--- config.mk ---
export PLATFORM = sky130hd
export DESIGN_NAME = freq_div_prog_flat
export DESIGN_NICKNAME = d
export VERILOG_FILES = /design/src/rtl/freq_div_prog_if.sv /design/src/rtl/freq_div_prog.sv /design/src/flat_wrapper.sv
export SDC_FILE = /design/constraint.sdc
export NUM_CORES = 1
export LEC_CHECK = 0
export BUFFER_PORTS_ARGS = -buffer_cell sky130_fd_sc_hd__buf_2
export CORE_AREA = 2 2 62 64
export DETAILED_ROUTE_END_ITERATION = 8
export DIE_AREA = 0 0 64 66
export GPL_ROUTABILITY_DRIVEN = 1
export GPL_TIMING_DRIVEN = 0
export PLACE_DENSITY = 0.74
export RECOVER_POWER = 25
export REMOVE_ABC_BUFFERS = 1
export SYNTH_ARGS = -nofsm -noshare
export SYNTH_HDL_FRONTEND = slang
export SYNTH_SLANG_ARGS = --single-unit
--- constraint.sdc ---
create_clock -name clk -period 11.8 [get_ports clk]
set_input_delay 1.18 -clock clk [delete_from_list [all_inputs] [get_ports clk]]
set_output_delay 1.18 -clock clk [all_outputs]
set_load 0.03 [all_outputs]
--- src/rtl/freq_div_prog_if.sv ---
// Control/status bundle for freq_div_prog: enable, divisor load request and
// the divided-clock, tick and load-status outputs.
interface freq_div_prog_if #(
    parameter int unsigned CNT_W = 8
);
    logic             en;
    logic [CNT_W-1:0] div_in;
    logic             div_load;
    logic             div_out;
    logic             tick;
    logic             div_ack;
    logic             div_err;
    logic [CNT_W-1:0] div_cur;

    modport master (
        output en, div_in, div_load,
        input  div_out, tick, div_ack, div_err, div_cur
    );

    modport slave (
        input  en, div_in, div_load,
        output div_out, tick, div_ack, div_err, div_cur
    );
endinterface

--- src/rtl/freq_div_prog.sv ---
// Runtime-programmable integer clock divider (N = 2..2^CNT_W-1) with period tick.
// Define FREQ_DIV_ODD_DUTY_EN for exact 50% duty on odd N via a falling-edge flop.
module freq_div_prog #(
    parameter int unsigned CNT_W   = 8,
    parameter int unsigned DIV_RST = 6
) (
    input logic            clk,
    input logic            rst,
    freq_div_prog_if.slave bus
);
    localparam logic [CNT_W-1:0] CntRst = CNT_W'(DIV_RST - 1);
    localparam logic [CNT_W-1:0] DivRst = CNT_W'(DIV_RST);

    logic [CNT_W-1:0] cnt_q, cnt_d;
    logic [CNT_W-1:0] div_cur_q, div_cur_d;
    logic [CNT_W-1:0] pend_q, pend_d;
    logic [CNT_W-1:0] div_nxt, hi;
    logic             pend_v_q, pend_v_d;
    logic             div_out_q, div_out_d;
    logic             tick_q, tick_d;
    logic             ack_q, ack_d;
    logic             err_q, err_d;
    logic             wrap, load_ok;

    always_comb begin
        load_ok   = bus.div_load && (bus.div_in > CNT_W'(1));
        wrap      = (cnt_q == div_cur_q - CNT_W'(1));
        cnt_d     = cnt_q;
        div_cur_d = div_cur_q;
        pend_d    = pend_q;
        pend_v_d  = pend_v_q;
        div_out_d = div_out_q;
        tick_d    = 1'b0;
        ack_d     = 1'b0;
        err_d     = bus.div_load && !load_ok;
        div_nxt   = div_cur_q;

        if (load_ok) begin
            pend_d   = bus.div_in;
            pend_v_d = 1'b1;
        end

        if (bus.en) begin
            if (wrap) begin
                cnt_d  = '0;
                tick_d = 1'b1;
                // A same-cycle load beats an older pending one.
                if (load_ok) begin
                    div_nxt = bus.div_in;
                    ack_d   = 1'b1;
                end else if (pend_v_q) begin
                    div_nxt = pend_q;
                    ack_d   = 1'b1;
                end
                pend_v_d = 1'b0;
            end else begin
                cnt_d = cnt_q + CNT_W'(1);
            end
            div_cur_d = div_nxt;
        end

`ifdef FREQ_DIV_ODD_DUTY_EN
        hi = div_nxt >> 1;
`else
        hi = (div_nxt >> 1) + {{(CNT_W - 1){1'b0}}, div_nxt[0]};
`endif

        if (bus.en) begin
            div_out_d = (cnt_d < hi);
        end
    end

    always_ff @(posedge clk) begin
        if (rst) begin
            cnt_q     <= CntRst;
            div_cur_q <= DivRst;
            pend_q    <= '0;
            pend_v_q  <= 1'b0;
            div_out_q <= 1'b0;
            tick_q    <= 1'b0;
            ack_q     <= 1'b0;
            err_q     <= 1'b0;
        end else begin
            cnt_q     <= cnt_d;
            div_cur_q <= div_cur_d;
            pend_q    <= pend_d;
            pend_v_q  <= pend_v_d;
            div_out_q <= div_out_d;
            tick_q    <= tick_d;
            ack_q     <= ack_d;
            err_q     <= err_d;
        end
    end

`ifdef FREQ_DIV_ODD_DUTY_EN
    // Half-cycle delayed copy stretches odd-N high time by half a clock.
    logic neg_q;

    always_ff @(negedge clk) begin
        if (rst) begin
            neg_q <= 1'b0;
        end else begin
            neg_q <= div_out_q;
        end
    end

    assign bus.div_out = div_out_q | neg_q;
`else
    assign bus.div_out = div_out_q;
`endif

    assign bus.tick    = tick_q;
    assign bus.div_ack = ack_q;
    assign bus.div_err = err_q;
    assign bus.div_cur = div_cur_q;
endmodule

--- src/flat_wrapper.sv ---
// flat-port wrapper written by rule: the top's interface ports become plain ports
module freq_div_prog_flat 
#(
    parameter int unsigned CNT_W   = 8,
    parameter int unsigned DIV_RST = 6
)
  (clk, rst, bus_en, bus_div_in, bus_div_load, bus_div_out, bus_tick, bus_div_ack, bus_div_err, bus_div_cur);
  freq_div_prog_if #(.CNT_W(CNT_W)) bus_i ();
  input logic clk;
  input logic rst;
  input wire logic [$bits(bus_i.en)-1:0] bus_en;
  input wire logic [$bits(bus_i.div_in)-1:0] bus_div_in;
  input wire logic [$bits(bus_i.div_load)-1:0] bus_div_load;
  output wire logic [$bits(bus_i.div_out)-1:0] bus_div_out;
  output wire logic [$bits(bus_i.tick)-1:0] bus_tick;
  output wire logic [$bits(bus_i.div_ack)-1:0] bus_div_ack;
  output wire logic [$bits(bus_i.div_err)-1:0] bus_div_err;
  output wire logic [$bits(bus_i.div_cur)-1:0] bus_div_cur;
  assign bus_i.en = bus_en;
  assign bus_i.div_in = bus_div_in;
  assign bus_i.div_load = bus_div_load;
  assign bus_div_out = bus_i.div_out;
  assign bus_tick = bus_i.tick;
  assign bus_div_ack = bus_i.div_ack;
  assign bus_div_err = bus_i.div_err;
  assign bus_div_cur = bus_i.div_cur;
  freq_div_prog #(.CNT_W(CNT_W), .DIV_RST(DIV_RST)) u_core (.clk(clk), .rst(rst), .bus(bus_i));
endmodule
=== Yosys cells after proc, flatten, opt, wreduce, memory -nomap -nowiden ===
Cells that the tools add are included.
Widths: inputs -> output; s select.

* Register bits: 29
* Input port bits: 12
* Output and inout port bits: 12

* Add/sub/neg operators: 3
* $lt $le $gt $ge: 2
* Equal/unequal tests: 1
* Multiplexer cells: 12
* Bitwise operators: 2
* Reductions and logical operators: 5

{| class="wikitable"
|+ Operators with widths
! operator !! count
|-
| $mux 8 || 6
|-
| $add 7x1->8 || 1
|-
| $add 8x1->8 const B || 1
|-
| $eq 8x8->1 || 1
|-
| $gt 8x1->1 const B || 1
|-
| $lt 8x8->1 || 1
|-
| $sub 8x1->8 const B || 1
|-
| $mux 1 || 6
|-
| $reduce_or 3->1 || 1
|-
| $logic_and 1x1->1 || 2
|-
| $not 1->1 || 2
|-
| $reduce_or 2->1 || 1
|-
| $logic_not 1->1 || 1
|}

=== Longest topological paths before layout ===
Gate-level depths: netlist of run 1.

* Depth after elaboration: 7
* Depth in mapped cells: 20
* Depth with buffers taken out: 18

=== Worst setup path before layout of run 1 ===
No wires, ideal clock.

* Path type: in2reg
* From: in bus_div_in[3]
* To: reg u_core.div_out_q (netlist: u_core.bus.div_out)
* Library setup time: 74 ps
* Arrival: 4525 ps
* Setup slack: 7200 ps
* Stages on the path: 16
* Buffers on the path: 1
* Path through: or4_1 > o41ai_1 > buf_2 > nor2b_1 > or2_2 > a21o_1 > ha_1 > ha_1 > inv_1 > nor4_1 > xor2_1 > ha_1 > a211oi_1 > o21ai_0 > a221o_1 > a31oi_1

* Cells in the longest elaborated chain, start to end: 7

{| class="wikitable"
|+ Ends and longest elaborated chain
! element !! line !! source
|-
| start, declared || flat_wrapper.sv:12 || <nowiki>input wire logic [$bits(bus_i.div_in)-1:0] bus_div_in;</nowiki>
|-
| $gt 8x1->1 || freq_div_prog.sv:26 || <nowiki>load_ok = bus.div_load && (bus.div_in > CNT_W'(1));</nowiki>
|-
| $logic_and 1x1->1 || freq_div_prog.sv:26 ||
|-
| $mux 8 (*) || freq_div_prog.sv:48 || <nowiki>if (load_ok) begin</nowiki>
|-
| $mux 8 (*) || freq_div_prog.sv:44 || <nowiki>if (wrap) begin</nowiki>
|-
| $mux 8 (*) || freq_div_prog.sv:43 || <nowiki>if (bus.en) begin</nowiki>
|-
| $add 7x1->8 (*) || freq_div_prog.sv:65 || <nowiki>hi = (div_nxt >> 1) + {{(CNT_W - 1){1'b0}}, div_nxt[0]};</nowiki>
|-
| $lt 8x8->1 (*) || freq_div_prog.sv:69 || <nowiki>div_out_d = (cnt_d < hi);</nowiki>
|-
| end signal, assigned || freq_div_prog.sv:88 || <nowiki>div_out_q <= div_out_d;</nowiki>
|-
| end, declared || freq_div_prog.sv:19 || <nowiki>logic div_out_q, div_out_d;</nowiki>
|}

Mark *: on every way between the ends. The rest lies on a longest branch, timed or not.
A chain may end at the register's enable or synchronous reset.

=== Worst setup path in the final report of run 1 ===
Same ends and word-level chain as after synthesis.

==> results.md, run 1 <==
* Worst path max stage delay at 750 ps
* Vias in the first global route at 1509
* Setup Crit Path Kind: in -> reg
* I/O pins at 24
* Number of synthesized flops with an enable pin at 0
* Initial antenna violation count at 0
* Post_cts resized at 0
* Static leakage at 0.772 nW
* Largest net degree at the start of global routing at 30
* # setup viols final at 0
* DRT Pass-1 Iters at 6
* Worst setup SP type: primary input
* Clock Latency Late Sink at 340 ps
* Setup Skew at 5.45 ps
* Worst setup margin at 6630 ps
* Top_reg_cell synth: dfxtp_1
* Power Dens Cells at 258 nW/µm²
* ANT nets after route at 0
* Share of the yosys chip area belonging to registers at 31.3%
* NumNets Final at 265
* Sequential share of power at 27.8%
* Die area at 4220 µm²
* Synth cell types at 51
* Fin. max-slew vios at 0
* Multi-input logic area at 1180 µm²
* Seq cells post-synth at 29
* CTS Buffer Depth at 2
* RSZ-0062 raised after global routing: no
* Final instance area at 2030 µm²
* Crit-path max FO at 11
* Least-Margin Pin Slew at 910 ps
* CTS tree: done
* Hold bufs inserted after CTS at 0
* Comb pwr share at 57.0%
* Post-route DRC at 0
* CP max stage cell: o41ai_2
* Mapped Area at 1850 µm²
* Min Tclk post-route at 5170 ps
* All-Layer GR Usage at 21.7%
* Port Buffers at 23
* Yosys warning total at 0
* Async set-reset flop share out of synthesis at 0%
* Psw at 0.239 mW
* Synth top area share at 31.3%
* H-tree depth at 2
* Nature of the critical path endpoint: flop
* Max-Cap Viols at 0
* Setup tns final at 0 ps
* Ant. Diodes at 0
* Setup Buffers After CTS at 0
* Clock sink total at 29
* Num CTS Buffers at 5
* Vias per cell at 5.59
* Starting Density at 52.2%
* Cells after DPL at 283
* Crit path cell chain: buf_2, or4_1, o41ai_2, nor2b_1, or2_2, a21o_1, ha_1, ha_1, inv_1, nor4_1, xor2_1, ha_1, a211oi_1, o21ai_0, a221o_1, a31oi_1
* Final hold vios at 0
* Placed cell area at 1970 µm²
* Relative slew slack at 38.7%
* Final Cycle Share at 43.8%
* Cell taking the most area after synthesis: dfxtp_1
* Area growth syn-to-layout at 9.59%
* Share of layout cells above drive strength 1 at 14.9%
* DRT Wirelength at 4010 µm
* Worst EP required at 12070 ps
* CORE AREA at 3550 µm²
* Fillers at 326
* Critical path arrival at 5440 ps
* DR vias at 1621
* Syn Area/Cell at 8.27 µm²
* Max Freq at 193 MHz
* GPL Wtd Cong at 0.839
* Outcome: completed
* Post-DP HPWL at 2990 µm
* Die Height at 66 µm
* Most Frequent Cell on Critical Path: ha_1
* Clk pin slew, worst setup/hold paths at 90 ps
* Avg WL per Cell at 13.8 µm
* Violation count after the first detailed-route iteration at 80
* GR Overflow Total at 0
* Sequential standard cell area at 581 µm²
* Clk network pwr share at 15.3%
* Synth area leaders: dfxtp_1 (31%), ha_1 (7.4%), nand2_1 (5.9%), xnor2_1 (5.2%), a21oi_1 (4.3%)
* Non-Filler Instances at 290
* Buf/Inv on CP at 2
* Row count at 22
* VDD IR max at 0.121 mV
* Pint at 0.285 mW
* Root Driver: clkbuf_4
* Pre-CTS setup slack at 6280 ps
* Power Total at 0.524 mW
* Cells after Synth at 224
* Hold Crit Class: reg -> reg
* Switching Share at 45.6%
* First-pass GRT wire length at 6950 µm
* Die W at 64 µm
* CP delay by family, top: compound AO/OA/AOI/OAI gates
## stage by stage
stage          utilization, %  hold WS [ps]
3_3_place_gp             55.3           442
3_5_place_dp             55.5           447
5_1_grt                  57.2           499
6_report                 57.2           460
4_1_cts                  57.5           461
2_1_floorplan               -           431
## cell families (layout without fill, tap and decap cells)
family | after synthesis | in the layout | synth area share (%)
flops | 29 | 29 | 31.3
simple gates | 94 | 94 | 25.7
compound gates | 51 | 51 | 20.4
fa+ha+maj | 11 | 11 | 7.43
xor+xnor | 19 | 19 | 9.93
buf+inv | 20 | 38 | 5.20
## registers in the layout (all words and copies together), names as in the netlist
register and flops:
u_core.bus.div_cur 8, u_core.bus.tick 1, u_core.pend_q 8, u_core.cnt_q 8
u_core.bus.div_ack 1, u_core.bus.div_out 1, u_core.bus.div_err 1, u_core.pend_v_q 1
## cell type report
| cell class | count | area share (%) |
|---|---|---|
| inverters | 8 | 1.48 |
| clock buffers | 5 | 1.85 |
| clock inverters | 2 | 1.73 |
| flip-flops and latches | 29 | 28.6 |
| multi-input cells | 175 | 58.3 |
| well taps | 48 | 2.96 |
| repair buffers | 23 | 5.11 |
## layout by cell type, fill, tap and decap left out, types with 5 or more instances in the layout
cell,netlist,routed
a21oi_1,16,16
buf_2,2,14
clkbuf_1,5,9
clkbuf_4,0,5
dfxtp_1,29,29
ha_1,11,11
inv_1,8,8
nand2_1,29,29
nor2_1,21,21
nor2b_1,5,5
nor3_1,11,11
o21ai_0,5,5
or2_2,5,5
xnor2_1,11,11
xor2_1,7,7
## synth_stat cells, types with 2 or more instances
library cell  count
dfxtp_1          29
nand2_1          29
nor2_1           21
a21oi_1          16
ha_1             11
nor3_1           11
xnor2_1          11
inv_1             8
xor2_1            7
clkbuf_1          5
nor2b_1           5
o21ai_0           5
or2_2             5
a22oi_1           4
nand4_1           4
a21oi_2           3
buf_4             3
o21a_1            3
o2bb2ai_1         3
o31ai_1           3
a21o_1            2
buf_2             2
nand2b_1          2
nand3_1           2
nor4_1            2
or3_1             2
or4_1             2
## routing by layer
layer	track usage, %	vias up	share of wire, %
met2	34.2	30	47
li1	-	827	-
met5	0	-	0
met1	28.0	758	48
met3	6.13	6	3.7
met4	8.15	0	1.5
## final timing paths
kind | depth (start not counted) | from | endpoint | slack [ps]
hold / removal | 2 | u_core.pend_q[4] | u_core.pend_q[4] | 460
setup / recovery | 16 | bus_div_in[3] | u_core.bus.div_out | 6630
hold reg to reg | 2 | u_core.pend_q[4] | u_core.pend_q[4] | 460
setup reg to reg | 18 | u_core.bus.div_cur[0] | u_core.bus.div_out | 7140
## tightest hold or removal path: cells and delay by family, from the launching register on
kind	cells	cell delay (ps)
DFF	1	320
and+or+nand+nor	1	50
AOI/OAI and AO/OA	1	50
## power by group through the flow
stage / clock [mW] / sequential, mW / combinational [mW]
global route: 0.0864 / 0.149 / 0.333
finish: 0.0800 / 0.146 / 0.299
detailed placement: 0 / 0.147 / 0.302
CTS: 0.0809 / 0.145 / 0.304
global placement: 0 / 0.147 / 0.298
floorplan: 0 / 0.163 / 0.214
(Power assumes the default switching activity.)
==> inputs of run 2 (changes only) <==
--- a/config.mk
+++ b/config.mk
@@ -6,12 +6,12 @@
 export NUM_CORES = 1
 export LEC_CHECK = 0
 export BUFFER_PORTS_ARGS = -buffer_cell sky130_fd_sc_hd__buf_2
-export CORE_AREA = 2 2 62 64
+export CORE_AREA = 2 2 63 65
 export DETAILED_ROUTE_END_ITERATION = 8
-export DIE_AREA = 0 0 64 66
+export DIE_AREA = 0 0 65 67
 export GPL_ROUTABILITY_DRIVEN = 1
 export GPL_TIMING_DRIVEN = 0
-export PLACE_DENSITY = 0.74
+export PLACE_DENSITY = 0.75
 export RECOVER_POWER = 25
 export REMOVE_ABC_BUFFERS = 1
 export SYNTH_ARGS = -nofsm -noshare
==> constraint.sdc (replaced) <==
create_clock -name clk -period 4.74 [get_ports clk]
set_input_delay 0.474 -clock clk [delete_from_list [all_inputs] [get_ports clk]]
set_output_delay 0.474 -clock clk [all_outputs]
set_load 0.03 [all_outputs]
==> run 2 against run 1 <==
Net effect: die area up 3.1%; global-route usage down 0.59 points; non-clock buffer count up 2; critical endpoint unchanged; largest power group unchanged.
==> results.md, run 2 (synthesized netlist as in run 1, its figures left out) <==
* Min-delay src: u_core.pend_q[1]
* DRT Wirelength at 4100 µm
* Die area at 4360 µm²
* Starting Density at 51.4%
* RSZ-0062 raised after global routing: no
* Vias in the first global route at 1558
* Post-DP HPWL at 2920 µm
* Setup Crit Path Kind: reg -> reg
* Clock Latency Late Sink at 290 ps
* Least-Margin Pin Slew at 644 ps
* GR Overflow Total at 0
* # setup viols final at 0
* Fillers at 331
* Fin. max-slew vios at 0
* Worst path max stage delay at 460 ps
* DR vias at 1639
* Pint at 0.795 mW
* Outcome: completed
* Violation count after the first detailed-route iteration at 124
* CTS tree: done
* Reg2reg start: u_core.bus.div_cur[0]
* Hold Crit Class: reg -> reg
* Crit path cell chain: inv_1, ha_1, xnor3_4, a32oi_1, a2111oi_4, o211ai_4, or2_2, a21o_1, ha_1, ha_1, inv_1, nor4_1, xor2_1, ha_1, a211oi_1, o21ai_0, a221o_1, a31oi_1
* CP max stage cell: a2111oi_4
* Most common cell after layout, fill and taps aside: nand2_1
* DRT Pass-1 Iters at 4
* Die Height at 67 µm
* CORE AREA at 3610 µm²
* Most frequent cells in the layout: nand2_1 (29), dfxtp_1 (27), nor2_1 (21)
* Port Buffers at 23
* Root Driver: clkbuf_8
* Clk pin slew, worst setup/hold paths at 70 ps
* H-tree depth at 2
* Max-Cap Viols at 0
* Final Cycle Share at 92.8%
* Initial antenna violation count at 0
* ANT nets after route at 0
* Placed cell area at 1970 µm²
* Final instance area at 2110 µm²
* Crit-path max FO at 10
* Avg WL per Cell at 14.0 µm
* Power Total at 1.42 mW
* Sequential share of power at 25.8%
* All-Layer GR Usage at 21.1%
* Num CTS Buffers at 5
* Largest net degree at the start of global routing at 30
* GPL Wtd Cong at 0.818
* Relative slew slack at 56.9%
* Switching Share at 43.8%
* Static leakage at 0.806 nW
* Vias per cell at 5.59
* First-pass GRT wire length at 7080 µm
* Post-route DRC at 0
* Area growth syn-to-layout at 13.7%
* Final hold vios at 0
* Most Frequent Cell on Critical Path: ha_1
* Worst EP required at 4960 ps
* CP delay by family, top: compound AO/OA/AOI/OAI gates
* Min Tclk post-route at 4400 ps
* VDD IR max at 0.300 mV
* Clock sink total at 29
* Share of layout cells above drive strength 1 at 16.7%
* Critical path arrival at 4620 ps
* Die W at 65 µm
* Setup Skew at 2.65 ps
* Power Dens Cells at 672 nW/µm²
* NumNets Final at 267
* Max Freq at 227 MHz
* Buf/Inv on CP at 2
* Comb pwr share at 54.7%
* Ant. Diodes at 0
* Worst setup SP type: flop
* Worst Setup SP: u_core.bus.div_cur[0]
* Nature of the critical path endpoint: flop
* Psw at 0.621 mW
* Clk network pwr share at 19.5%
* Row count at 22
* I/O pins at 24
* CTS Buffer Depth at 2
## run 2: changes by cell type in the layout (fill, tap and decap cells not counted)
| cell | before | now |
|---|---|---|
| buf_4 | 0 | 2 |
| dfxtp_1 | 29 | 27 |
| clkbuf_4 | 5 | 0 |
| clkinvlp_4 | 0 | 1 |
| clkinv_2 | 1 | 0 |
| dfxtp_2 | 0 | 2 |
| clkbuf_8 | 0 | 6 |
| o41ai_4 | 0 | 1 |
| o41ai_2 | 1 | 0 |
## run 2: layout make-up
cell class	instances	area [µm²]	share of cell area, %
flip-flops and latches	29	583	27.7
inverters	8	30.0	1.43
repair buffers	25	119	5.64
multi-input cells	175	1190	56.7
well taps	48	60.1	2.85
clock buffers	6	82.6	3.92
clock inverters	2	37.5	1.78
## run 2: tightest hold or removal path, cell delays in order (launching register included)
cell     delay, ps
dfxtp_1        310
nand2_1         50
a21oi_1         50
## run 2: through the flow
step                hold slack, ps  setup WS (ps)  setup TNS, ps  util (%)  instances
floorplan                      431            393              0         -        212
detailed placement             448           23.9              0      54.6        283
global placement               442           -516           -516      54.4        283
global route                   491           54.7              0      58.4        293
finish                         458            341              0      58.4        293
CTS                            457            138              0      57.9        291
## run 2: what timing repair did
action | CTS | global route
setup endpoints to repair | 0 | 1
gates resized for setup | 0 | 3
buffers inserted | 0 | 2
hold buffers | 0 | 0
## run 2: final timing paths
path / end / slack, ps / depth (start not counted)
min reg2reg: u_core.pend_q[1] / 460 / 2
min: u_core.pend_q[1] / 460 / 2
max: u_core.bus.div_out / 340 / 18
max reg2reg: u_core.bus.div_out / 340 / 18
## run 2: layer usage
metal  vias up  routed length (µm)  GRT usage, %
met3         4                 133          4.56
met2        29                1900          34.4
met5         -                   0             0
met1       773                2020          27.7
li1        833                   -             -
met4         0                  46          6.65
## run 2: power by group through the flow
stage,Clock [mW],Combinational (mW),Sequential [mW]
finish,0.276,0.775,0.365
detailed placement,0,0.747,0.367
floorplan,0,0.532,0.407
global placement,0,0.738,0.366
CTS,0.279,0.752,0.362
global route,0.287,0.862,0.375
